**src/rtl/axi4_s_read_responder.sv**
```systemverilog
// axi4_s_read_responder
// AXI4 slave read responder. It accepts one AR request at a time and walks the
// burst addresses (FIXED, INCR or WRAP). For each beat it issues one read on a
// synchronous memory port. It then returns the data as an R beat with rid,
// rresp and rlast.
//
// Ports
//   aclk, reset           clock and synchronous active-high reset
//   ar*                   read address channel (araddr, arburst, arid, arlen,
//                         arsize, arvalid in; arready out)
//   r*                    read data channel (rdata, rid, rresp, rlast, rvalid
//                         out; rready in)
//   mem_rd_en, mem_addr   memory read strobe and byte address
//   mem_rd_data           memory data, valid the cycle after mem_rd_en
//
// Every output comes straight from a register.
module axi4_s_read_responder #(
  parameter int A = 32,
  parameter int N = 8,
  parameter int I = 1
) (
  input  logic           aclk,
  input  logic           reset,
  input  logic [A-1:0]   araddr,
  input  logic [1:0]     arburst,
  input  logic [I-1:0]   arid,
  input  logic [7:0]     arlen,
  input  logic [2:0]     arsize,
  input  logic           arvalid,
  output logic           arready,
  output logic [8*N-1:0] rdata,
  output logic [I-1:0]   rid,
  output logic [1:0]     rresp,
  output logic           rlast,
  output logic           rvalid,
  input  logic           rready,
  output logic           mem_rd_en,
  output logic [A-1:0]   mem_addr,
  input  logic [8*N-1:0] mem_rd_data
);

  typedef enum logic [1:0] {IDLE, FETCH, RESP} state_t;

  localparam logic [2:0] MAX_SIZE = 3'($clog2(N));

  state_t         state_reg, state_next;
  logic [A-1:0]   addr_reg, addr_next;
  logic [1:0]     burst_reg, burst_next;
  logic [I-1:0]   id_reg, id_next;
  logic [7:0]     len_reg, len_next;
  logic [2:0]     size_reg, size_next;
  logic [7:0]     cnt_reg, cnt_next;
  logic           err_reg, err_next;
  logic           arready_reg, arready_next;
  logic [8*N-1:0] rdata_reg, rdata_next;
  logic [I-1:0]   rid_reg, rid_next;
  logic [1:0]     rresp_reg, rresp_next;
  logic           rlast_reg, rlast_next;
  logic           rvalid_reg, rvalid_next;
  logic           mem_rd_en_reg, mem_rd_en_next;
  logic [A-1:0]   mem_addr_reg, mem_addr_next;

  // Illegal requests still return arlen+1 beats, but they carry SLVERR and
  // never touch the memory.
  logic ar_err;
  always_comb begin
    ar_err = 1'b0;
    if (arsize > MAX_SIZE) ar_err = 1'b1;
    if (arburst == 2'b11) ar_err = 1'b1;
    if (arburst == 2'b10 && !(arlen == 8'd1 || arlen == 8'd3 ||
                              arlen == 8'd7 || arlen == 8'd15)) ar_err = 1'b1;
  end

  // Next beat address. The first beat may be unaligned. Every later
  // INCR/WRAP beat starts from the size-aligned address.
  logic [A-1:0] beat_bytes, wrap_len, aligned, incr_addr, addr_adv;
  always_comb begin
    beat_bytes = A'(1) << size_reg;
    wrap_len   = A'({1'b0, len_reg} + 9'd1) << size_reg;
    aligned    = addr_reg & ~(beat_bytes - A'(1));
    incr_addr  = aligned + beat_bytes;
    case (burst_reg)
      2'b00:   addr_adv = addr_reg;
      2'b10:   addr_adv = (aligned & ~(wrap_len - A'(1))) | (incr_addr & (wrap_len - A'(1)));
      default: addr_adv = incr_addr;
    endcase
  end

  always_comb begin
    state_next     = state_reg;
    addr_next      = addr_reg;
    burst_next     = burst_reg;
    id_next        = id_reg;
    len_next       = len_reg;
    size_next      = size_reg;
    cnt_next       = cnt_reg;
    err_next       = err_reg;
    arready_next   = arready_reg;
    rdata_next     = rdata_reg;
    rid_next       = rid_reg;
    rresp_next     = rresp_reg;
    rlast_next     = rlast_reg;
    rvalid_next    = rvalid_reg;
    mem_rd_en_next = 1'b0;
    mem_addr_next  = mem_addr_reg;
    case (state_reg)
      IDLE: begin
        if (arready_reg && arvalid) begin
          addr_next      = araddr;
          burst_next     = arburst;
          id_next        = arid;
          len_next       = arlen;
          size_next      = arsize;
          cnt_next       = arlen;
          err_next       = ar_err;
          arready_next   = 1'b0;
          mem_rd_en_next = !ar_err;
          mem_addr_next  = araddr;
          state_next     = FETCH;
        end else begin
          // arready rises one cycle after reset releases.
          arready_next = 1'b1;
        end
      end
      FETCH: begin
        state_next = RESP;
      end
      RESP: begin
        if (!rvalid_reg) begin
          // Memory data is valid in this cycle. Capture it to form the beat.
          rvalid_next = 1'b1;
          rdata_next  = err_reg ? '0 : mem_rd_data;
          rid_next    = id_reg;
          rresp_next  = err_reg ? 2'b10 : 2'b00;
          rlast_next  = (cnt_reg == 8'd0);
        end else if (rready) begin
          rvalid_next = 1'b0;
          if (rlast_reg) begin
            arready_next = 1'b1;
            state_next   = IDLE;
          end else begin
            cnt_next       = cnt_reg - 8'd1;
            addr_next      = addr_adv;
            mem_addr_next  = addr_adv;
            mem_rd_en_next = !err_reg;
            state_next     = FETCH;
          end
        end
      end
      default: state_next = IDLE;
    endcase
  end

  always_ff @(posedge aclk) begin
    if (reset) begin
      state_reg     <= IDLE;
      addr_reg      <= '0;
      burst_reg     <= '0;
      id_reg        <= '0;
      len_reg       <= '0;
      size_reg      <= '0;
      cnt_reg       <= '0;
      err_reg       <= 1'b0;
      arready_reg   <= 1'b0;
      rdata_reg     <= '0;
      rid_reg       <= '0;
      rresp_reg     <= '0;
      rlast_reg     <= 1'b0;
      rvalid_reg    <= 1'b0;
      mem_rd_en_reg <= 1'b0;
      mem_addr_reg  <= '0;
    end else begin
      state_reg     <= state_next;
      addr_reg      <= addr_next;
      burst_reg     <= burst_next;
      id_reg        <= id_next;
      len_reg       <= len_next;
      size_reg      <= size_next;
      cnt_reg       <= cnt_next;
      err_reg       <= err_next;
      arready_reg   <= arready_next;
      rdata_reg     <= rdata_next;
      rid_reg       <= rid_next;
      rresp_reg     <= rresp_next;
      rlast_reg     <= rlast_next;
      rvalid_reg    <= rvalid_next;
      mem_rd_en_reg <= mem_rd_en_next;
      mem_addr_reg  <= mem_addr_next;
    end
  end

  assign arready   = arready_reg;
  assign rdata     = rdata_reg;
  assign rid       = rid_reg;
  assign rresp     = rresp_reg;
  assign rlast     = rlast_reg;
  assign rvalid    = rvalid_reg;
  assign mem_rd_en = mem_rd_en_reg;
  assign mem_addr  = mem_addr_reg;

endmodule
```
**config.mk**
```make
export PLATFORM = sky130hd
export DESIGN_NAME = axi4_s_read_responder
export DESIGN_NICKNAME = d
export VERILOG_FILES = /design/src/rtl/axi4_s_read_responder.sv
export SDC_FILE = /design/constraint.sdc
export NUM_CORES = 1
export LEC_CHECK = 0
export ABC_AREA = 1
export BUFFER_PORTS_ARGS = -buffer_cell sky130_fd_sc_hd__buf_2
export CAP_MARGIN = 20
export CORE_MARGIN = 2
export CORE_UTILIZATION = 53
export DETAILED_ROUTE_END_ITERATION = 7
export PLACE_DENSITY_LB_ADDON = 0.1
export SLEW_MARGIN = 0
export SYNTH_ARGS = -nofsm -noshare
export SYNTH_HDL_FRONTEND = slang
export SYNTH_SLANG_ARGS = --single-unit
```
**constraint.sdc**
```tcl
create_clock -name aclk -period 4.3 [get_ports aclk]
set_input_delay 1.29 -clock aclk [delete_from_list [all_inputs] [get_ports aclk]]
set_output_delay 1.29 -clock aclk [all_outputs]
set_load 0.01 [all_outputs]
```
Word level (Yosys, flattened, before mapping)
Cells that the tools add are included.

Register bits: 128. Input port bits: 114.

Add/subtract/negate cells: 5. $lt $le $gt $ge: 1. Equal/unequal tests: 15. Shift-type cells: 2. Muxes and demuxes: 33. Bitwise logic cells: 7. Reductions and logical operators: 18.

Operators with widths (number): $mux W32 (4); $pmux W32 S2 (2); $and A32 B32 Y32 (3); $mux W64 (1); $not A32 Y32 (2); $sub A32 B1 Y32 const B (2); $add A32 B32 Y32 (1); $mux W8 (4); $or A32 B32 Y32 (1); $shl A1 B3 Y32 const A (1); $shl A9 B3 Y32 (1); $pmux W8 S2 (1); $mux W1 (14); $ne A2 B2 Y1 const B (5); $add A8 B1 Y9 const B (1); $eq A2 B2 Y1 const B (4); $eq A8 B1 Y1 const B (1); $eq A8 B2 Y1 const B (1); $eq A8 B3 Y1 const B (1); $eq A8 B4 Y1 const B (1); $logic_not A8 Y1 (1); $mux W2 (4); $sub A8 B1 Y8 const B (1); $pmux W2 S3 (1); other kinds (15) (23).

Logic depth before layout (Yosys ltp)
Gate-level depths: netlist of the first run.

Depth in word-level cells: 12. Mapped depth: 23. Gate-level depth less buffers: 22.

Least setup slack after synthesis of the first run
No wires, ideal clock.

Kind: reg-to-reg. Start: register size_reg[2]. End: register mem_addr_reg[18] (netlist: mem_addr[18]). Library setup time: 0.132 ns. Data arrival time: 2.874 ns. Slack: 1.294 ns. Cell stages (with the launch flop): 20. Path buffers: 1. Clock period less this slack: 3.006 ns. Cell sequence: dfxtp_1 buf_2 nand2_1 nor2_1 inv_1 ha_1 nand2_1 inv_1 ha_1 nand2_1 nor3_1 nand2_1 o21ai_2 inv_1 nor4_1 nand2_1 nand2_1 nand2_1 o21ai_1 a21oi_1.

Word-level cells in the longest chain between the ends: 12. Elaborated cells between the ends (all ways): 16. Classes of those cells: 3 x add/sub; 2 x shift; 5 x mux; 6 x bitwise.

Ends and longest elaborated chain: start: declaration (line 51) `logic [2:0] size_reg, size_next;`; start signal: assignment (line 178) `size_reg <= size_next;`; $shl A1 B3 Y32 (line 78) `beat_bytes = A'(1) << size_reg;`; $sub A32 B1 Y32 (line 80) `aligned = addr_reg & ~(beat_bytes - A'(1));`; $not A32 Y32 (line 80); $and A32 B32 Y32 (line 80); $add A32 B32 Y32 (line 81) `incr_addr = aligned + beat_bytes;`; $and A32 B32 Y32 (line 84) `2'b10: addr_adv = (aligned & ~(wrap_len - A'(1))) | (incr_addr & (wrap_len - A'(1)));`; $or A32 B32 Y32 (line 84); $pmux W32 S2 * (line 82) `case (burst_reg)`; $mux W32 * (line 138) `if (rlast_reg) begin`; $mux W32 * (line 136) `end else if (rready) begin`; $mux W32 * (line 129) `if (!rvalid_reg) begin`; $pmux W32 S2 * (line 106) `case (state_reg)`; end signal: assignment (line 188) `mem_addr_reg <= mem_addr_next;`; end: declaration (line 61) `logic [A-1:0] mem_addr_reg, mem_addr_next;`.

Every way passes the cells marked *; elsewhere a longest branch is shown, timed or not. The select of a mux whose other input is x is not followed. A chain may end at the register's enable or synchronous reset.

Worst setup path after layout of the first run
Start: register size_reg[2]. End: register mem_addr_reg[27] (netlist: mem_addr[27]).

Same word-level chain as after synthesis.

==> results of run 1 <==
-- cells in the final DEF (no fill, tap or decap), types with 2 or more instances in the layout --
cell,synthesis,final
inv_2,14,15
nand4_1,10,10
a21oi_2,3,3
o311ai_0,2,2
a21oi_1,113,113
nand3_1,80,80
a31oi_1,3,3
nand2_1,318,318
clkbuf_16,0,17
buf_4,2,10
nor2_2,7,8
o21ai_4,2,2
o211ai_1,3,3
nor4_1,9,9
clkinv_4,0,2
dfxtp_1,127,127
a22oi_1,26,26
nor2_4,4,6
nor3_1,22,22
nor2_1,152,149
o21a_1,2,2
ha_1,12,12
a221oi_1,7,7
inv_6,0,6
nand3_2,14,14
inv_1,80,79
nand2_2,16,16
o21ai_0,45,45
nand3b_1,8,8
clkinv_2,0,4
buf_2,9,214
a211oi_1,6,6
xor2_1,12,12
o21ai_1,17,17
nor2_8,3,3
o221ai_1,3,3
o21bai_1,3,3
-- logic make-up (layout without fill, tap and decap cells) --
family,Yosys count,after routing,share of synthesized area [%]
simple gates,648,648,37.5
compound gates,242,242,18.4
buf+inv,151,350,7.59
flops,127,127,33.0
xor+xnor,13,13,1.48
fa+ha+maj,12,12,1.95
other cells,1,1,0.0486
-- area by class of cell --
class                           count  area [µm²]  share of cell area, %
Multi-Input combinational cell    916        4600                   48.8
Sequential cell                   127        2540                   27.0
Timing Repair Buffer              224        1150                   12.2
Clock buffer                       18         429                   4.55
Inverter                           94         353                   3.74
Tap cell                          184         230                   2.44
Clock inverter                     14         128                   1.35
-- cells in the mapped netlist (2+ instances only) --
cell / n / share of area, %
nand2_1: 318 / 15
nor2_1: 152 / 7.4
dfxtp_1: 127 / 33
a21oi_1: 113 / 7.3
inv_1: 80 / 3.9
nand3_1: 80 / 5.2
o21ai_0: 45 / 2.9
clkbuf_1: 41 / 2.0
a22oi_1: 26 / 2.5
nor3_1: 22 / 1.4
o21ai_1: 17 / 1.1
nand2_2: 16 / 1.3
inv_2: 14 / 0.68
nand3_2: 14 / 1.8
ha_1: 12 / 1.9
xor2_1: 12 / 1.4
nand4_1: 10 / 0.81
buf_2: 9 / 0.58
nor4_1: 9 / 0.73
nand3b_1: 8 / 0.78
a221oi_1: 7 / 0.79
nor2_2: 7 / 0.57
a211oi_1: 6 / 0.58
buf_1: 5 / 0.24
nor2_4: 4 / 0.58
a21oi_2: 3 / 0.34
a31oi_1: 3 / 0.24
nor2_8: 3 / 0.78
o211ai_1: 3 / 0.29
o21bai_1: 3 / 0.29
o221ai_1: 3 / 0.34
buf_4: 2 / 0.19
o21a_1: 2 / 0.19
o21ai_4: 2 / 0.42
o311ai_0: 2 / 0.23
-- per-layer routing --
metal  vias up  global-route usage, %  wire, µm
met5         -                      0        16
met4         2                   8.06       339
met3        26                   9.36      1890
met2       294                   50.2     11500
met1      3919                   40.1     10400
li1       4341                      -         -
-- worst reg2reg max path: stages, from the launching register on --
cell	delay [ns]
dfxtp_1	0.32
buf_4	0.26
inv_2	0.24
nor3_1	0.40
nor2_1	0.12
nor2_1	0.13
ha_1	0.27
a21oi_1	0.22
o21ai_0	0.16
a21oi_1	0.24
nand2_1	0.23
nand4_1	0.23
xor2_1	0.21
nand2_1	0.08
o21ai_1	0.07
nand2_1	0.06
nand3_1	0.08
nand2_1	0.06
a21oi_1	0.11
-- per-stage QoR --
| stage | worst slack, ns | instances | instance area, µm² | hold WS [ns] | utilization (%) |
|---|---|---|---|---|---|
| 2_1_floorplan | 1.29 | 1194 | 7710 | 0.445 | - |
| 3_5_place_dp | 0.613 | 1545 | 8870 | 0.452 | 61.8 |
| 3_3_place_gp | 0.719 | 1545 | 8870 | 0.449 | 61.8 |
| 6_report | 0.758 | 1577 | 9430 | 0.461 | 65.6 |
| 5_1_grt | 0.404 | 1577 | 9430 | 0.478 | 65.6 |
| 4_1_cts | 0.830 | 1577 | 9430 | 0.462 | 65.6 |
-- report_power, final --
group	leakage [nW]	total, W	switching (W)	internal [W]
combinational	2.87	0.00121	0.000797	0.000410
clock	0.276	0.00139	0.000586	0.000802
sequential	1.03	0.00142	0.000121	0.00130
-- how the worst max path moves through the flow --
stage,endpoint,depth (start not counted),from
CTS,mem_addr[18],19,size_reg[2]
detailed placement,mem_addr[1],11,rready
finish,mem_addr[27],18,size_reg[2]
floorplan,mem_addr[18],19,size_reg[2]
global route,mem_addr[27],18,size_reg[2]
global placement,mem_addr[1],11,rready
==> flow_metrics.env, run 1 <==
export IMPL_status="completed"
export IMPL_yosysUniqueCellTypes=49
export IMPL_syn_area_per_cell_um2=6.46
export IMPL_core_area_um2=14400
export IMPL_drt_initial_drc_count=702
export IMPL_endpoint_kind="flop"
export IMPL_synth_cells=1194
export IMPL_drive_gt1_share_pct=23.5
export IMPL_worstPathMaxFanout=20
export IMPL_final_hold_viol_count=0
export IMPL_dpl_hpwl_um=17800
export IMPL_clk_latency_ns=0.43
export IMPL_num_rows=44
export IMPL_synth_area_um2=7710
export IMPL_path_class="flop to flop"
export IMPL_drv_slew=0
export IMPL_wl_um=24200
export IMPL_skew_ns=0.00877
export IMPL_p_leak_nw=4.18
export IMPL_area_delta_synth_final_pct=22.3
export IMPL_post_cts_buffers=0
export IMPL_n_antenna_cell=0
export IMPL_slowest_stage="nor3_1"
export IMPL_crit_family="simple AND/OR/NAND/NOR gates"
export IMPL_pwr_density_cell_nw_per_um2=426
export IMPL_cap_violations=0
export IMPL_required_ns=4.65
export IMPL_max_vdd_ir_drop_mv=0.317
export IMPL_min_path_cells=2
export IMPL_slew_headroom_pct=38.1
export IMPL_reg2reg_slack_ns=0.76
export IMPL_fin_tns_setup_ns=0
export IMPL_synth_edf_count=0
export IMPL_io_pins=217
export IMPL_drtPass1Iterations=5
export IMPL_holdBufCountCts=0
export IMPL_fin_crit_sh_pct=82.4
export IMPL_r2r_end="mem_addr[27]"
export IMPL_grt_pass1_wl_um=39200
export IMPL_start_util_pct=53.7
export IMPL_max_freq_ghz=0.282
export IMPL_hp_class="flop to flop"
export IMPL_cts_tree="yes"
export IMPL_antenna_found_initial=1
export IMPL_avgViaCountPerCell=5.44
export IMPL_grt_pass1_vias=7697
export IMPL_die_h_um=125
export IMPL_clk_pin_slew_worst_paths_ns=0.06
export IMPL_rsz0062_at_grt="false"
export IMPL_min_period_ns=3.54
export IMPL_grt_overflow_total=0
export IMPL_slowest_delay_ns=0.39
export IMPL_hold_end="rdata[61]"
export IMPL_fill_cells=1421
export IMPL_cp_arrival_ns=3.90
export IMPL_worstSetupStartpointType="flop"
export IMPL_num_vias=8582
export IMPL_seq_area_frac_synth_pct=33.0
export IMPL_die_w_um=125
export IMPL_largest_reg_flops=64
export IMPL_grt_start_max_net_pins=66
export IMPL_synth_seq_cells=127
export IMPL_dieArea_um2=15500
export IMPL_synthArstFlopShare_pct=0
export IMPL_drcViolationCount=0
export IMPL_finalSetupViolCount=0
export IMPL_clk_path_buf_depth=2
export IMPL_groute_usage_overall_pct=30.9
export IMPL_ant_nets=0
export IMPL_nets=1506
export IMPL_cts_root_buf="clkbuf_16"
export IMPL_cts_htree_levels=4
export IMPL_min_from="rdata[61]"
export IMPL_r2r_start="size_reg[2]"
export IMPL_cts_buffers=17
export IMPL_io_buffers=215
export IMPL_cp_num_buf_inv=2
export IMPL_tightestPinTransition_ns=0.927
export IMPL_cp_cell_sequence="buf_4 > inv_2 > nor3_1 > nor2_1 > nor2_1 > ha_1 > a21oi_1 > o21ai_0 > a21oi_1 > nand2_1 > nand4_1 > xor2_1 > nand2_1 > o21ai_1 > nand2_1 > nand3_1 > nand2_1 > a21oi_1"
export IMPL_numClockSinks=127
export IMPL_cts_resized=0
export IMPL_crit_top_cell="nand2_1"
export IMPL_place_congestion=0.949
export IMPL_wl_per_cell_um=15.3
export IMPL_synth_ff_type="dfxtp_1"
export IMPL_yosys_warnings=0
export IMPL_synth_nets=1320
export IMPL_p_total_w=0.00401
export IMPL_reg2reg_depth=18
(Power assumes the default switching activity.)
==> run 2: changes to the inputs <==
- CORE_UTILIZATION: 53 -> 48
- clock period: 4.3 -> 2.85 ns (I/O delays scaled with it)
==> run 2 against run 1 <==
  * The run now ends with negative setup slack left
  * Non-clock buffer count up 78
  * First-iteration DRC count decreased by 14%
  * Routed wire length increased by 6.6%
  * Fmax up 19%
  * Core utilization increased by 1.7 points
  * Cell count is 7.0% higher
  * Total power is 65% higher
  * Setup slack worse by 0.89 ns
  * Global-route usage down 1.9 points
  * Highest routed layer is now met4
==> flow_metrics.env, run 2 (synthesized netlist as in run 1, its figures left out) <==
export IMPL_min_from="rdata[36]"
export IMPL_cts_tree="yes"
export IMPL_status="finished, violations left"
export IMPL_largest_reg_flops=64
export IMPL_fill_cells=1450
export IMPL_max_freq_ghz=0.335
export IMPL_finalSetupViolCount=1
export IMPL_grt_pass1_wl_um=39200
export IMPL_cts_root_buf="clkbuf_16"
export IMPL_clk_latency_ns=0.43
export IMPL_drtPass1Iterations=5
export IMPL_start_util_pct=48.9
export IMPL_path_class="flop to flop"
export IMPL_min_path_cells=2
export IMPL_antenna_found_initial=1
export IMPL_grt_start_max_net_pins=110
export IMPL_violations="negative setup slack"
export IMPL_slew_headroom_pct=59.3
export IMPL_io_buffers=215
export IMPL_placed_area_um2=9440
export IMPL_avgViaCountPerCell=5.28
export IMPL_final_util_pct=67.3
export IMPL_grt_overflow_total=0
export IMPL_wl_um=25800
export IMPL_mostFrequentLayoutCell="nand2_1"
export IMPL_r2r_end="mem_addr[31]"
export IMPL_drt_initial_drc_count=603
export IMPL_num_vias=8901
export IMPL_drv_slew=0
export IMPL_hp_class="flop to flop"
export IMPL_place_ws_ns=-0.0903
export IMPL_core_area_um2=15800
export IMPL_final_area_um2=10600
export IMPL_p_leak_nw=4.74
export IMPL_holdBufCountCts=0
export IMPL_die_w_um=131
export IMPL_cts_htree_levels=4
export IMPL_num_rows=46
export IMPL_skew_ns=0.0186
export IMPL_reg2reg_depth=20
export IMPL_dieArea_um2=17100
export IMPL_wl_per_cell_um=15.3
export IMPL_final_hold_viol_count=0
export IMPL_fin_crit_sh_pct=105
export IMPL_drcViolationCount=0
export IMPL_rsz0062_at_grt="true"
export IMPL_worstPathMaxFanout=7
export IMPL_grt_pass1_vias=8034
export IMPL_min_period_ns=2.98
export IMPL_numClockSinks=127
export IMPL_r2r_start="len_reg[1]"
export IMPL_required_ns=3.18
export IMPL_multi_input_area_um2=5010
export IMPL_clk_pin_slew_worst_paths_ns=0.07
export IMPL_pwr_density_cell_nw_per_um2=623
export IMPL_endpoint_kind="flop"
export IMPL_cap_violations=0
export IMPL_reg2reg_slack_ns=-0.13
export IMPL_tightestPinTransition_ns=0.611
export IMPL_ant_nets=0
export IMPL_hold_end="rdata[36]"
export IMPL_io_pins=217
export IMPL_hold_ws_ns=0.461
export IMPL_most_common_layout_cells="nand2_1 (303), buf_2 (214), nor2_1 (141), dfxtp_1 (121), a21oi_1 (109)"
export IMPL_fin_ws_ns=-0.135
export IMPL_drive_gt1_share_pct=32.4
export IMPL_cp_arrival_ns=3.32
export IMPL_clk_path_buf_depth=2
export IMPL_worstSetupStartpointType="flop"
export IMPL_dpl_hpwl_um=18500
export IMPL_cts_buffers=17
export IMPL_max_vdd_ir_drop_mv=0.487
export IMPL_area_delta_synth_final_pct=37.6
export IMPL_die_h_um=131
export IMPL_seqCellArea_um2=2550
export IMPL_place_congestion=0.912
export IMPL_groute_usage_overall_pct=29.0
export IMPL_nets=1584
## run 2: cell count changes in the layout (fill, tap and decap cells not counted), moves of 6 or more
cell,change
buf_4,+68
nand2_1,-15
nand3_1,-13
nand2_2,+9
nor2_4,+9
nand3_4,+8
nor2_1,-8
inv_1,-7
dfxtp_1,-6
inv_2,+6
nand2_4,+6
## run 2: metal layers
layer  wire length [µm]  up-vias  global-route usage, %
met2              12500      318                   48.2
met4                420        0                   8.26
li1                   -     4496                      -
met5                  0        -                      0
met3               2110       41                   9.16
met1              10700     4046                   36.5
## run 2: critical path, stage by stage, from the launching register on
cell       delay (ns)
dfxtp_4          0.36
buf_6            0.11
nand2_4          0.06
nor2_8           0.18
nand2_4          0.09
nand3_4          0.08
nand3_4          0.09
nand3_4          0.08
nand3_4          0.08
nor2_4           0.14
nand3_4          0.10
nor2_8           0.13
nand3_4          0.09
nor2_4           0.15
ha_4             0.14
o2111ai_2        0.10
nor4_2           0.32
a31oi_1          0.12
nor2_1           0.13
nand2_1          0.08
a221oi_2         0.22
## run 2: stage by stage
step | total power (W) | std cells | setup TNS, ns
finish | 0.00661 | 1687 | -0.135
global route | 0.00701 | 1686 | -1.52
CTS | 0.00645 | 1671 | -0.0242
detailed placement | 0.00417 | 1640 | -0.102
global placement | 0.00416 | 1640 | 0
floorplan | 0.00344 | 1194 | 0
## run 2: power by group
part	leakage, nW	total [W]	internal (W)	switching, W
Clock	0.294	0.00227	0.00139	0.000877
Combinational	3.41	0.00221	0.000871	0.00134
Sequential	1.04	0.00213	0.00196	0.000172
## run 2: how the worst max path moves through the flow
stage / start / endpoint
6_report: len_reg[1] / mem_addr[31]
5_1_grt: len_reg[1] / mem_addr[31]
4_1_cts: len_reg[0] / mem_addr[31]
3_5_place_dp: len_reg[0] / mem_addr[31]
3_3_place_gp: len_reg[0] / mem_addr[31]
2_1_floorplan: size_reg[2] / mem_addr[14]
## run 2: layout make-up
type	count	area share, %
clock buffers	17	4.01
repair buffers	302	17.0
well taps	216	2.55
multi-input cells	916	47.2
clock inverters	14	1.71
diodes	1	0.0236
flip-flops and latches	127	24.1
inverters	94	3.36
## run 2: timing repair
| action | in CTS | in global routing |
|---|---|---|
| pin swaps | 0 | 46 |
| cloned | 0 | 0 |
| gates resized for setup | 4 | 106 |
| buffers inserted | 0 | 15 |
| endpoints found under the setup margin | 3 | 21 |
